**config.mk**
```make
export PLATFORM = sky130hd
export DESIGN_NAME = cb_config_loader
export DESIGN_NICKNAME = d
export VERILOG_FILES = /design/src/rtl/cb_cfg_pkg.sv /design/src/rtl/cb_cfg_checksum.sv /design/src/rtl/cb_config_loader.sv
export SDC_FILE = /design/constraint.sdc
export NUM_CORES = 1
export LEC_CHECK = 0
export CAP_MARGIN = 20
export CORE_UTILIZATION = 30
export DETAILED_ROUTE_END_ITERATION = 8
export PLACE_DENSITY = 0.5
export SYNTH_ARGS = -nofsm -noshare
export SYNTH_HDL_FRONTEND = slang
export SYNTH_HIERARCHICAL = 1
export SYNTH_SLANG_ARGS = --single-unit
```
**constraint.sdc**
```tcl
create_clock -name clk -period 3 [get_ports clk]
set_clock_uncertainty 0.2 [all_clocks]
set_input_delay 0.3 -clock clk [delete_from_list [all_inputs] [get_ports clk]]
set_output_delay 0.3 -clock clk [all_outputs]
set_load 0.01 [all_outputs]
```
**src/rtl/cb_cfg_pkg.sv**
```systemverilog
// Shared types and helpers for the connection-block configuration loader.
package cb_cfg_pkg;

  typedef enum logic [2:0] {
    ST_IDLE   = 3'd0,
    ST_LOAD   = 3'd1,
    ST_CHECK  = 3'd2,
    ST_COMMIT = 3'd3,
    ST_DONE   = 3'd4,
    ST_ERROR  = 3'd5
  } cb_state_e;

  function automatic int ceil_div(input int a, input int b);
    return (a + b - 1) / b;
  endfunction

endpackage

```
**src/rtl/cb_cfg_checksum.sv**
```systemverilog
// Running XOR of the data words of one configuration load.
module cb_cfg_checksum #(
  parameter int WIDTH = 8
) (
  input  logic             clk,
  input  logic             rst_n,
  input  logic             clear,
  input  logic             accumulate,
  input  logic [WIDTH-1:0] data,
  output logic [WIDTH-1:0] acc
);

  always_ff @(posedge clk or negedge rst_n) begin
    if (!rst_n) begin
      acc <= '0;
    end else if (clear) begin
      acc <= '0;
    end else if (accumulate) begin
      acc <= acc ^ data;
    end
  end

endmodule

```
**src/rtl/cb_config_loader.sv**
```systemverilog
// Streams WORD_W-bit words into a shadow register and commits them to cfg_out atomically.
// Optional trailing checksum word is enabled with the macro CB_CFG_CHECKSUM_EN.
module cb_config_loader
  import cb_cfg_pkg::*;
#(
  parameter int CFG_W  = 256,
  parameter int WORD_W = 8
) (
  input  logic              clk,
  input  logic              rst_n,
  input  logic              start,
  input  logic              abort,
  input  logic              in_valid,
  input  logic [WORD_W-1:0] in_data,
  output logic              in_ready,
  output logic [CFG_W-1:0]  cfg_out,
  output logic              busy,
  output logic              done,
  output logic              err,
  output logic [2:0]        dbg_state
);

  localparam int NWORDS = ceil_div(CFG_W, WORD_W);
  localparam int CNT_W  = (NWORDS > 1) ? $clog2(NWORDS) : 1;
  localparam logic [CNT_W-1:0] LAST_IDX = CNT_W'(NWORDS - 1);

  // Handshake: a word transfers on a rising edge where in_valid && in_ready.
  // in_ready is high only in LOAD/CHECK and drops combinationally on abort.
  cb_state_e        state_q, state_d;
  logic [CNT_W-1:0] cnt_q;
  logic [CFG_W-1:0] shadow_q;
  logic             hs;
  logic             begin_load;
  logic             last_word;

  assign in_ready   = ((state_q == ST_LOAD) || (state_q == ST_CHECK)) && !abort;
  assign hs         = in_valid && in_ready;
  assign begin_load = ((state_q == ST_IDLE) || (state_q == ST_DONE) ||
                       (state_q == ST_ERROR)) && start && !abort;
  assign last_word  = (cnt_q == LAST_IDX);

  assign busy      = (state_q == ST_LOAD) || (state_q == ST_CHECK) || (state_q == ST_COMMIT);
  assign done      = (state_q == ST_DONE);
  assign dbg_state = state_q;

`ifdef CB_CFG_CHECKSUM_EN
  logic [WORD_W-1:0] sum_acc;
  logic              sum_ok;
  logic              err_q;

  cb_cfg_checksum #(.WIDTH(WORD_W)) u_checksum (
    .clk        (clk),
    .rst_n      (rst_n),
    .clear      (begin_load),
    .accumulate ((state_q == ST_LOAD) && hs),
    .data       (in_data),
    .acc        (sum_acc)
  );

  assign sum_ok = (in_data == sum_acc);

  always_ff @(posedge clk or negedge rst_n) begin
    if (!rst_n) begin
      err_q <= 1'b0;
    end else if (begin_load) begin
      err_q <= 1'b0;
    end else if ((state_q == ST_CHECK) && hs && !sum_ok) begin
      err_q <= 1'b1;
    end
  end

  assign err = err_q;
`else
  assign err = 1'b0;
`endif

  always_comb begin
    state_d = state_q;
    case (state_q)
      ST_IDLE, ST_ERROR: if (begin_load) state_d = ST_LOAD;
      ST_DONE:           state_d = begin_load ? ST_LOAD : ST_IDLE;
      ST_LOAD: begin
        if (abort) begin
          state_d = ST_IDLE;
        end else if (hs && last_word) begin
`ifdef CB_CFG_CHECKSUM_EN
          state_d = ST_CHECK;
`else
          state_d = ST_COMMIT;
`endif
        end
      end
`ifdef CB_CFG_CHECKSUM_EN
      ST_CHECK: begin
        if (abort) begin
          state_d = ST_IDLE;
        end else if (hs) begin
          state_d = sum_ok ? ST_COMMIT : ST_ERROR;
        end
      end
`endif
      ST_COMMIT: state_d = ST_DONE;
      default:   state_d = ST_IDLE;
    endcase
  end

  always_ff @(posedge clk or negedge rst_n) begin
    if (!rst_n) begin
      state_q <= ST_IDLE;
      cnt_q   <= '0;
    end else begin
      state_q <= state_d;
      if (begin_load) begin
        cnt_q <= '0;
      end else if ((state_q == ST_LOAD) && hs) begin
        cnt_q <= cnt_q + 1'b1;
      end
    end
  end

  // Only bits below CFG_W exist, so the excess of the last word falls away.
  always_ff @(posedge clk or negedge rst_n) begin
    if (!rst_n) begin
      shadow_q <= '0;
    end else if ((state_q == ST_LOAD) && hs) begin
      for (int i = 0; i < CFG_W; i++) begin
        if ((i / WORD_W) == int'(cnt_q)) shadow_q[i] <= in_data[i % WORD_W];
      end
    end
  end

  always_ff @(posedge clk or negedge rst_n) begin
    if (!rst_n) begin
      cfg_out <= '0;
    end else if (state_q == ST_COMMIT) begin
      cfg_out <= shadow_q;
    end
  end

endmodule

```
==> flow_summary_export.csv, run 1 <==
group,metric,value,unit
floorplanning,fp.dieW,259.5,um
routing,vias,10999,
routing,first_iter_violations,431,
sta,relSlewSlack,42.06,%
power,ir_worst_vdd,0.5061,mV
sta,period_share,89.10,%
floorplanning,die_area,67330,sq um
setup_path,critPathArrivalTime,2.17,ns
cts,clk_latency,0.62,ns
power,leakage,12.70,nW
final_layout,fillers,6122,
floorplanning,die_y,259.5,um
setup_path,crit_start,"dbg_state[1]",
final_layout,syn_to_final_growth,29.92,%
routing,viasPerCell,4.551,
placement,place_area,23910,sq um
flow_run,drv_cap,0,
sta,max_freq,374.1,MHz
floorplanning,start_util,30.30,%
synthesis,avgSynthCellArea,16.66,sq um
setup_path,critPathRequiredTime,2.50,ns
placement,portBuffers,274,
worst_hold_path,hold_path.class,"in2reg",
power,powerDensity,565.7,nW/um^2
final_layout,final_area,25840,sq um
placement,dp_hpwl,32440,um
routing,drt-wirelength-per-cell,21.00,um
synthesis,yosys_warnings,6,
global_route,grt_use_total,15.25,%
final_layout,antenna_cells,0,
global_route,antenna_found_initial,2,
setup_path,critical_path.endpoint,"in_ready",
worst_hold_path,holdCritStartpoint,"in_data[1]",
sta,hold_viol_final,0,
cts,cts.sinks,520,
routing,drtAntennaViolNets,0,
cts,cts_buffers,56,
floorplanning,rows,94,
cts,cts_max_path_buffers,3,
routing,drt_wl_total,50750,um
synthesis,synth_nets,1213,
floorplanning,io_pins,276,
floorplanning,fp.coreArea,65630,sq um
routing,drc,0,
final_layout,final_common_cell,"dfrtp_1",
sta,grt_setup_unrepaired,"no",
sta,finalSetupTns,0,ns
global_route,first_global_vias,11790,
final_layout,regArea,13010,sq um
setup_path,r2r_start,"dbg_state[2]",
setup_path,regToRegEndpoint,"shadow_q[105]",
global_route,overflow,0,
final_layout,layout_common_cells,"dfrtp_1 (520), mux2_2 (512), clkdlybuf4s50_1 (265)",
sta,period_minus_slack,2.673,ns
setup_path,worst_r2r_path_depth,3,
final_layout,layout.nets,1527,
setup_path,reg2reg_slack,0.49,ns
cts,clk_pin_slew,0.07,ns
synthesis,synth_seq_cells,520,
global_route,grt_max_degree,103,
synthesis,async_flop_share,100.0,%
setup_path,critical_path_class,"reg2out",
sta,setup_viol,0,
global_route,grt_first_pass_wirelength,77150,um
cts,cts-htree-levels,2,
cts,cts_tree,"built",
final_layout,multi_input_area,6540,sq um
outcome,status,"complete, no violations",
synthesis,ys_seq_area_share,65.43,%
placement,finalWeightedCongestion,0.7405,
synthesis,synth_edf_count,0,
final_layout,layout-drive-gt1-share,43.98,%
routing,drtPass1Iterations,4,
cts,root_buffer,"clkbuf_16",
synthesis,synth_top_flop_cell,"dfrtp_1",
setup_path,worstSetupEndpointType,"output pin",
sta,finalMaxSlewViolations,0,
synthesis,yosysUniqueCellTypes,41,
setup_path,critical_path.max_fanout,13,
setup_path,worst_setup_path_start_kind,"register",
synthesis,synth_area,19890,sq um
sta,tightest_slew,0.8691,ns
synthesis,syn_inst,1194,
==> cell families (layout without fill, tap and decap cells) <==
group	after synthesis	count (layout)	share of synthesized area, %
compound gates	10	10	0.3649
mux	513	513	29.04
simple gates	67	67	3.007
other cells	1	1	0.01886
flops	520	520	65.43
xor+xnor	1	1	0.04405
buf+inv	76	435	1.718
fa+ha+maj	6	6	0.3775
==> stage by stage <==
| step | power (mW) | utilization (%) | hold slack, ns | setup slack [ns] | std cells |
|---|---|---|---|---|---|
| after global routing | 15.22 | 39.37 | 0.1013 | 0.1990 | 2417 |
| after floorplan | 7.549 | - | -0.1956 | 0.7271 | 1194 |
| final | 14.62 | 39.37 | 0.1028 | 0.3270 | 2417 |
| after detailed placement | 7.905 | 36.43 | 0.03857 | 0.1123 | 2309 |
| after global placement | 7.899 | 36.43 | 0.03426 | 0.1419 | 2309 |
| after CTS | 14.88 | 39.33 | 0.08158 | 0.2943 | 2416 |
==> critical path: stages, from the launching register on <==
cell	delay [ns]
dfrtp_1	0.38
buf_4	0.20
xnor2_1	0.13
nor3_1	0.24
clkdlybuf4s50_1	0.61
==> where the power goes <==
part / total (mW) / internal, mW / switching (mW)
Clock: 6.85 / 3.99 / 2.87
Combinational: 0.523 / 0.179 / 0.344
Sequential: 7.24 / 7.15 / 0.0868
Total: 14.6 / 11.3 / 3.30
==> cell type report <==
type,count,share of cell area [%]
multi-input cells,598,25.31
well taps,864,4.184
clock inverters,18,0.6634
inverters,5,0.07264
clock buffers,85,6.542
repair buffers,327,12.86
flip-flops and latches,520,50.36
==> synth_stat cells (all sizes together), types with 2 or more instances <==
library cell    n  area share, %
a21o            2          0.075
a21oi           2          0.050
and3            2          0.063
and3b           4           0.18
buf            43            1.1
clkbuf         28           0.53
dfrtp         520             65
ha              6           0.38
inv             5          0.094
mux2          512             29
nand2           2          0.038
nand2b          4           0.13
nand3          11           0.28
nand3b          7           0.26
nor2            3          0.057
nor2b           3          0.094
nor3           17            1.0
nor3b           2           0.13
nor4            4           0.43
==> flip-flops by register name, summed over array words and instances (netlist names) <==
name / cells
shadow_q: 256
dbg_state: 3
cfg_out: 256
cnt_q: 5
==> metal layers <==
metal	GRT usage, %	vias to the layer above	part of all wire (%)
met3	2.636	66	3.9
met4	3.807	2	1.9
met1	20.76	5838	46
met2	25.14	222	49
li1	-	4871	-
met5	0	-	0.022
==> what timing repair did <==
action | CTS | global route
gates resized for setup | 0 | 0
endpoints found under the hold margin | 453 | 0
hold buffers | 4 | 0
setup buffers | 0 | 0
==> how the worst min path moves through the flow <==
stage                    endpoint  slack (ns)  cells after the start
global route         shadow_q[33]        0.10                      3
floorplan              cfg_out[0]       -0.20                      0
CTS                  shadow_q[57]        0.08                      3
finish               shadow_q[41]        0.10                      3
global placement    shadow_q[172]        0.03                      1
detailed placement  shadow_q[172]        0.04                      1
(Power assumes the default switching activity.)
==> run 2, diff against run 1 <==
clock period = 2.55 ns   (was 3 ns; I/O delays follow)
==> flow_summary_export.csv, run 2 (synthesized netlist as in run 1, its figures left out) <==
group,metric,value,unit
cts,cts-htree-levels,2,
final_layout,regArea,13010,sq um
power,power,16.65,mW
final_layout,top_regs,"cfg_out x256, shadow_q x256, cnt_q x5",
final_layout,layout-drive-gt1-share,44.80,%
global_route,overflow,0,
final_layout,fin_util,39.96,%
routing,drc,0,
global_route,grt_first_pass_wirelength,78280,um
floorplanning,die_area,67330,sq um
routing,drt_wl_total,51810,um
setup_path,critical_path.max_fanout,13,
routing,first_iter_violations,480,
cts,clk_pin_slew,0.06,ns
routing,drtAntennaViolNets,0,
sta,finalMaxSlewViolations,0,
final_layout,antenna_cells,0,
global_route,antenna_found_initial,1,
setup_path,critical_path_class,"reg2out",
routing,vias,11156,
flow_run,drv_cap,0,
final_layout,layout_common_cells,"dfrtp_1 (520), mux2_2 (512), clkdlybuf4s50_1 (264)",
sta,hold_viol_final,0,
cts,cts_buffers,55,
floorplanning,io_pins,276,
final_layout,fin_cells,2442,
floorplanning,die_y,259.5,um
worst_hold_path,hold_path.class,"in2async",
cts,clk_latency,0.62,ns
final_layout,final_common_cell,"dfrtp_1",
sta,finalSetupTns,0,ns
floorplanning,rows,94,
final_layout,syn_to_final_growth,31.88,%
power,leakage,12.90,nW
routing,viasPerCell,4.568,
setup_path,critPathArrivalTime,1.99,ns
cts,cts_tree,"built",
sta,grt_setup_unrepaired,"no",
cts,post_cts_buffers,0,
sta,period_share,96.01,%
sta,setup_viol,0,
global_route,grt_use_total,15.58,%
sta,relSlewSlack,56.24,%
placement,portBuffers,274,
final_layout,layout.nets,1565,
sta,tightest_slew,0.6565,ns
sta,max_freq,408.5,MHz
cts,cts.sinks,520,
power,powerDensity,634.8,nW/um^2
floorplanning,fp.coreArea,65630,sq um
floorplanning,start_util,30.30,%
cts,cts_max_path_buffers,3,
floorplanning,fp.dieW,259.5,um
setup_path,worstSetupEndpointType,"output pin",
global_route,first_global_vias,11847,
sta,period_minus_slack,2.448,ns
setup_path,reg2reg_slack,0.24,ns
global_route,grt_max_degree,64,
outcome,status,"complete, no violations",
placement,dp_hpwl,34300,um
setup_path,worst_setup_path_start_kind,"register",
placement,dp_cells,2351,
placement,finalWeightedCongestion,0.7277,
setup_path,critPathRequiredTime,2.10,ns
power,ir_worst_vdd,0.4861,mV
final_layout,multi_input_area,6540,sq um
sta,timing.hold.ws,0.03252,ns
cts,root_buffer,"clkbuf_16",
routing,drtPass1Iterations,4,
final_layout,fillers,6065,
routing,drt-wirelength-per-cell,21.21,um
## run 2: layer usage
metal,global-route usage (%),vias up,part of all wire [%]
li1,-,4935,-
met1,21.07,5938,44
met2,25.85,220,50
met3,2.714,61,4.1
met4,3.856,2,1.7
met5,0,-,0.033
## run 2: repair_timing
item                                    in CTS  in global routing
endpoints found under the setup margin       0                  1
gates resized for setup                      0                  1
hold endpoints to repair                   412                  0
hold buffers                                 2                  0
## run 2: cell type report
type	instances	share of cell area, %
tap	864	4.122
multi-input combinational	598	24.94
timing repair buffer	366	14.89
sequential	520	49.61
inverter	5	0.07156
clock buffer	82	6.130
clock inverter	7	0.2338
## run 2: power breakdown
group	internal (mW)	total [mW]	leakage (nW)	switching, mW
registers	8.42	8.51	7.23	0.0961
logic	0.236	0.652	4.85	0.415
clock network	4.30	7.49	0.821	3.18
## run 2: path summary, 6_finish.rpt
path / start / cells past startpoint / end
worst max-delay path: dbg_state[1] / 4 / done
worst min-delay path: rst_n / 2 / cfg_out[147]
worst max register to register: cnt_q[0] / 5 / shadow_q[163]
worst min register to register: shadow_q[4] / 1 / cfg_out[4]
max in group asynchronous: rst_n / 3 / cfg_out[213]
min in group clk: in_data[4] / 2 / shadow_q[20]
## run 2: per-stage QoR
| step | instance area [sq um] | worst slack (ns) |
|---|---|---|
| after floorplan | 19890 | 0.2771 |
| after global placement | 24540 | 0.001169 |
| after detailed placement | 24540 | -0.01369 |
| after CTS | 26230 | 0.04592 |
| after global routing | 26230 | 0.02186 |
| final | 26230 | 0.1017 |
## run 2: worst max-delay path: stages (launching register included)
cell             delay, ns
dfrtp_1               0.38
buf_4                 0.19
nor2_1                0.15
and2_1                0.15
clkdlybuf4s50_1       0.54
==> run 3, diff against run 2 <==
CTS_CLUSTER_SIZE = 10   (was default)
==> flow_summary_export.csv, run 3 (synthesized netlist as in run 1, its figures left out) <==
group,metric,value,unit
cts,cts-htree-levels,2,
sta,tightest_slew,0.6569,ns
sta,period_minus_slack,2.463,ns
global_route,antenna_found_initial,1,
floorplanning,die_y,259.5,um
sta,relSlewSlack,56.20,%
final_layout,layout.nets,1570,
worst_hold_path,hold_path.class,"in2reg",
setup_path,r2r_start,"cnt_q[0]",
final_layout,antenna_cells,0,
final_layout,top_regs,"cfg_out x256, shadow_q x256, cnt_q x5",
routing,drc,0,
cts,cts_max_path_buffers,3,
worst_hold_path,hold_depth,2,
power,powerDensity,629.5,nW/um^2
final_layout,fin_util,39.84,%
cts,root_buffer,"clkbuf_16",
routing,drtAntennaViolNets,0,
sta,max_freq,406.1,MHz
setup_path,critPathArrivalTime,2.01,ns
worst_hold_path,holdCritStartpoint,"in_data[4]",
final_layout,syn_to_final_growth,31.47,%
placement,dp_cells,2351,
setup_path,worstSetupEndpointType,"output pin",
setup_path,critical_path_class,"reg2out",
final_layout,fin_cells,2427,
final_layout,regArea,13010,sq um
cts,cts_tree,"built",
cts,clk_latency,0.61,ns
setup_path,worst_r2r_path_depth,5,
worst_hold_path,hold_end,"shadow_q[20]",
final_layout,final_common_cell,"dfrtp_1",
routing,drt_wl_total,51910,um
setup_path,critPathRequiredTime,2.10,ns
global_route,overflow,0,
placement,portBuffers,274,
final_layout,fillers,6086,
final_layout,multi_input_area,6540,sq um
floorplanning,fp.coreArea,65630,sq um
floorplanning,start_util,30.30,%
sta,finalMaxSlewViolations,0,
floorplanning,rows,94,
cts,cts_buffers,59,
sta,setup_viol,0,
sta,grt_setup_unrepaired,"no",
floorplanning,die_area,67330,sq um
setup_path,worst_setup_path_start_kind,"register",
placement,pre_cts_ws,-0.01369,ns
routing,drt-wirelength-per-cell,21.39,um
sta,hold_viol_final,0,
power,leakage,12.86,nW
setup_path,regToRegEndpoint,"shadow_q[161]",
sta,finalSetupTns,0,ns
placement,dp_hpwl,34300,um
global_route,grt_use_total,15.60,%
final_layout,layout_common_cells,"dfrtp_1 (520), mux2_2 (512), clkdlybuf4s50_1 (264)",
floorplanning,fp.dieW,259.5,um
floorplanning,io_pins,276,
routing,vias,11160,
routing,drtPass1Iterations,4,
routing,first_iter_violations,476,
placement,finalWeightedCongestion,0.7277,
setup_path,critical_path.max_fanout,13,
cts,cts.sinks,520,
final_layout,layout-drive-gt1-share,44.66,%
power,ir_worst_vdd,0.4808,mV
flow_run,drv_cap,0,
sta,timing.hold.ws,0.05151,ns
cts,clk_pin_slew,0.06,ns
outcome,status,"complete, no violations",
global_route,first_global_vias,11892,
global_route,grt_first_pass_wirelength,78340,um
setup_path,reg2reg_slack,0.30,ns
global_route,grt_max_degree,64,
sta,period_share,96.57,%
sta,timing.final.ws_setup,0.08748,ns
routing,viasPerCell,4.598,
-- run 3: cell types whose count changed in the layout (fill, tap and decap cells not counted) --
cell,before,now
clkinv_2,4,3
dlygate4sd3_1,2,3
clkinv_4,1,0
clkbuf_1,14,7
clkbuf_8,13,2
clkbuf_16,55,59
-- run 3: power by group --
group          switching (mW)  internal, mW  total (mW)  leakage (nW)
sequential             0.0956          8.42        8.52          7.23
combinational           0.417         0.237       0.654          4.85
clock                    3.13          4.15        7.29         0.775
total                    3.65          12.8        16.5          12.9
-- run 3: per-layer routing --
metal  part of all wire [%]  global-route usage, %  vias up
met3                    3.6                  2.402       68
met5                  0.033                      0        -
met1                     45                  21.00     5935
met2                     50                  25.97      219
met4                    1.9                  4.477        2
li1                       -                      -     4936
-- run 3: critical path, cell delays in order, from the launching register on --
cell and delay (ns):
dfrtp_1 0.38, buf_4 0.20, nor2_1 0.14, and2_1 0.15, clkdlybuf4s50_1 0.54
-- run 3: through the flow --
step	power [mW]	area [sq um]
2_1_floorplan	8.881	19890
3_3_place_gp	9.329	24540
3_5_place_dp	9.342	24540
4_1_cts	16.81	26140
5_1_grt	17.19	26150
6_report	16.46	26150
-- run 3: repair_timing --
| action | in CTS | in global routing |
|---|---|---|
| hold buffers | 3 | 0 |
| setup buffers | 0 | 0 |
| endpoints found under the setup margin | 0 | 1 |
| gates resized for setup | 0 | 1 |
| hold endpoints to repair | 412 | 0 |
-- run 3: cell type report --
class	count	area share, %
multi-input cells	598	25.01
inverters	5	0.07178
well taps	864	4.135
repair buffers	367	14.98
clock buffers	68	5.853
clock inverters	5	0.1818
flip-flops and latches	520	49.77
-- run 3: worst max-delay path by stage --
stage	depth (start not counted)	end	from
floorplan	4	shadow_q[0]	dbg_state[2]
global placement	6	shadow_q[20]	abort
detailed placement	5	shadow_q[162]	in_valid
CTS	4	in_ready	dbg_state[1]
global route	4	done	dbg_state[1]
finish	4	done	dbg_state[1]
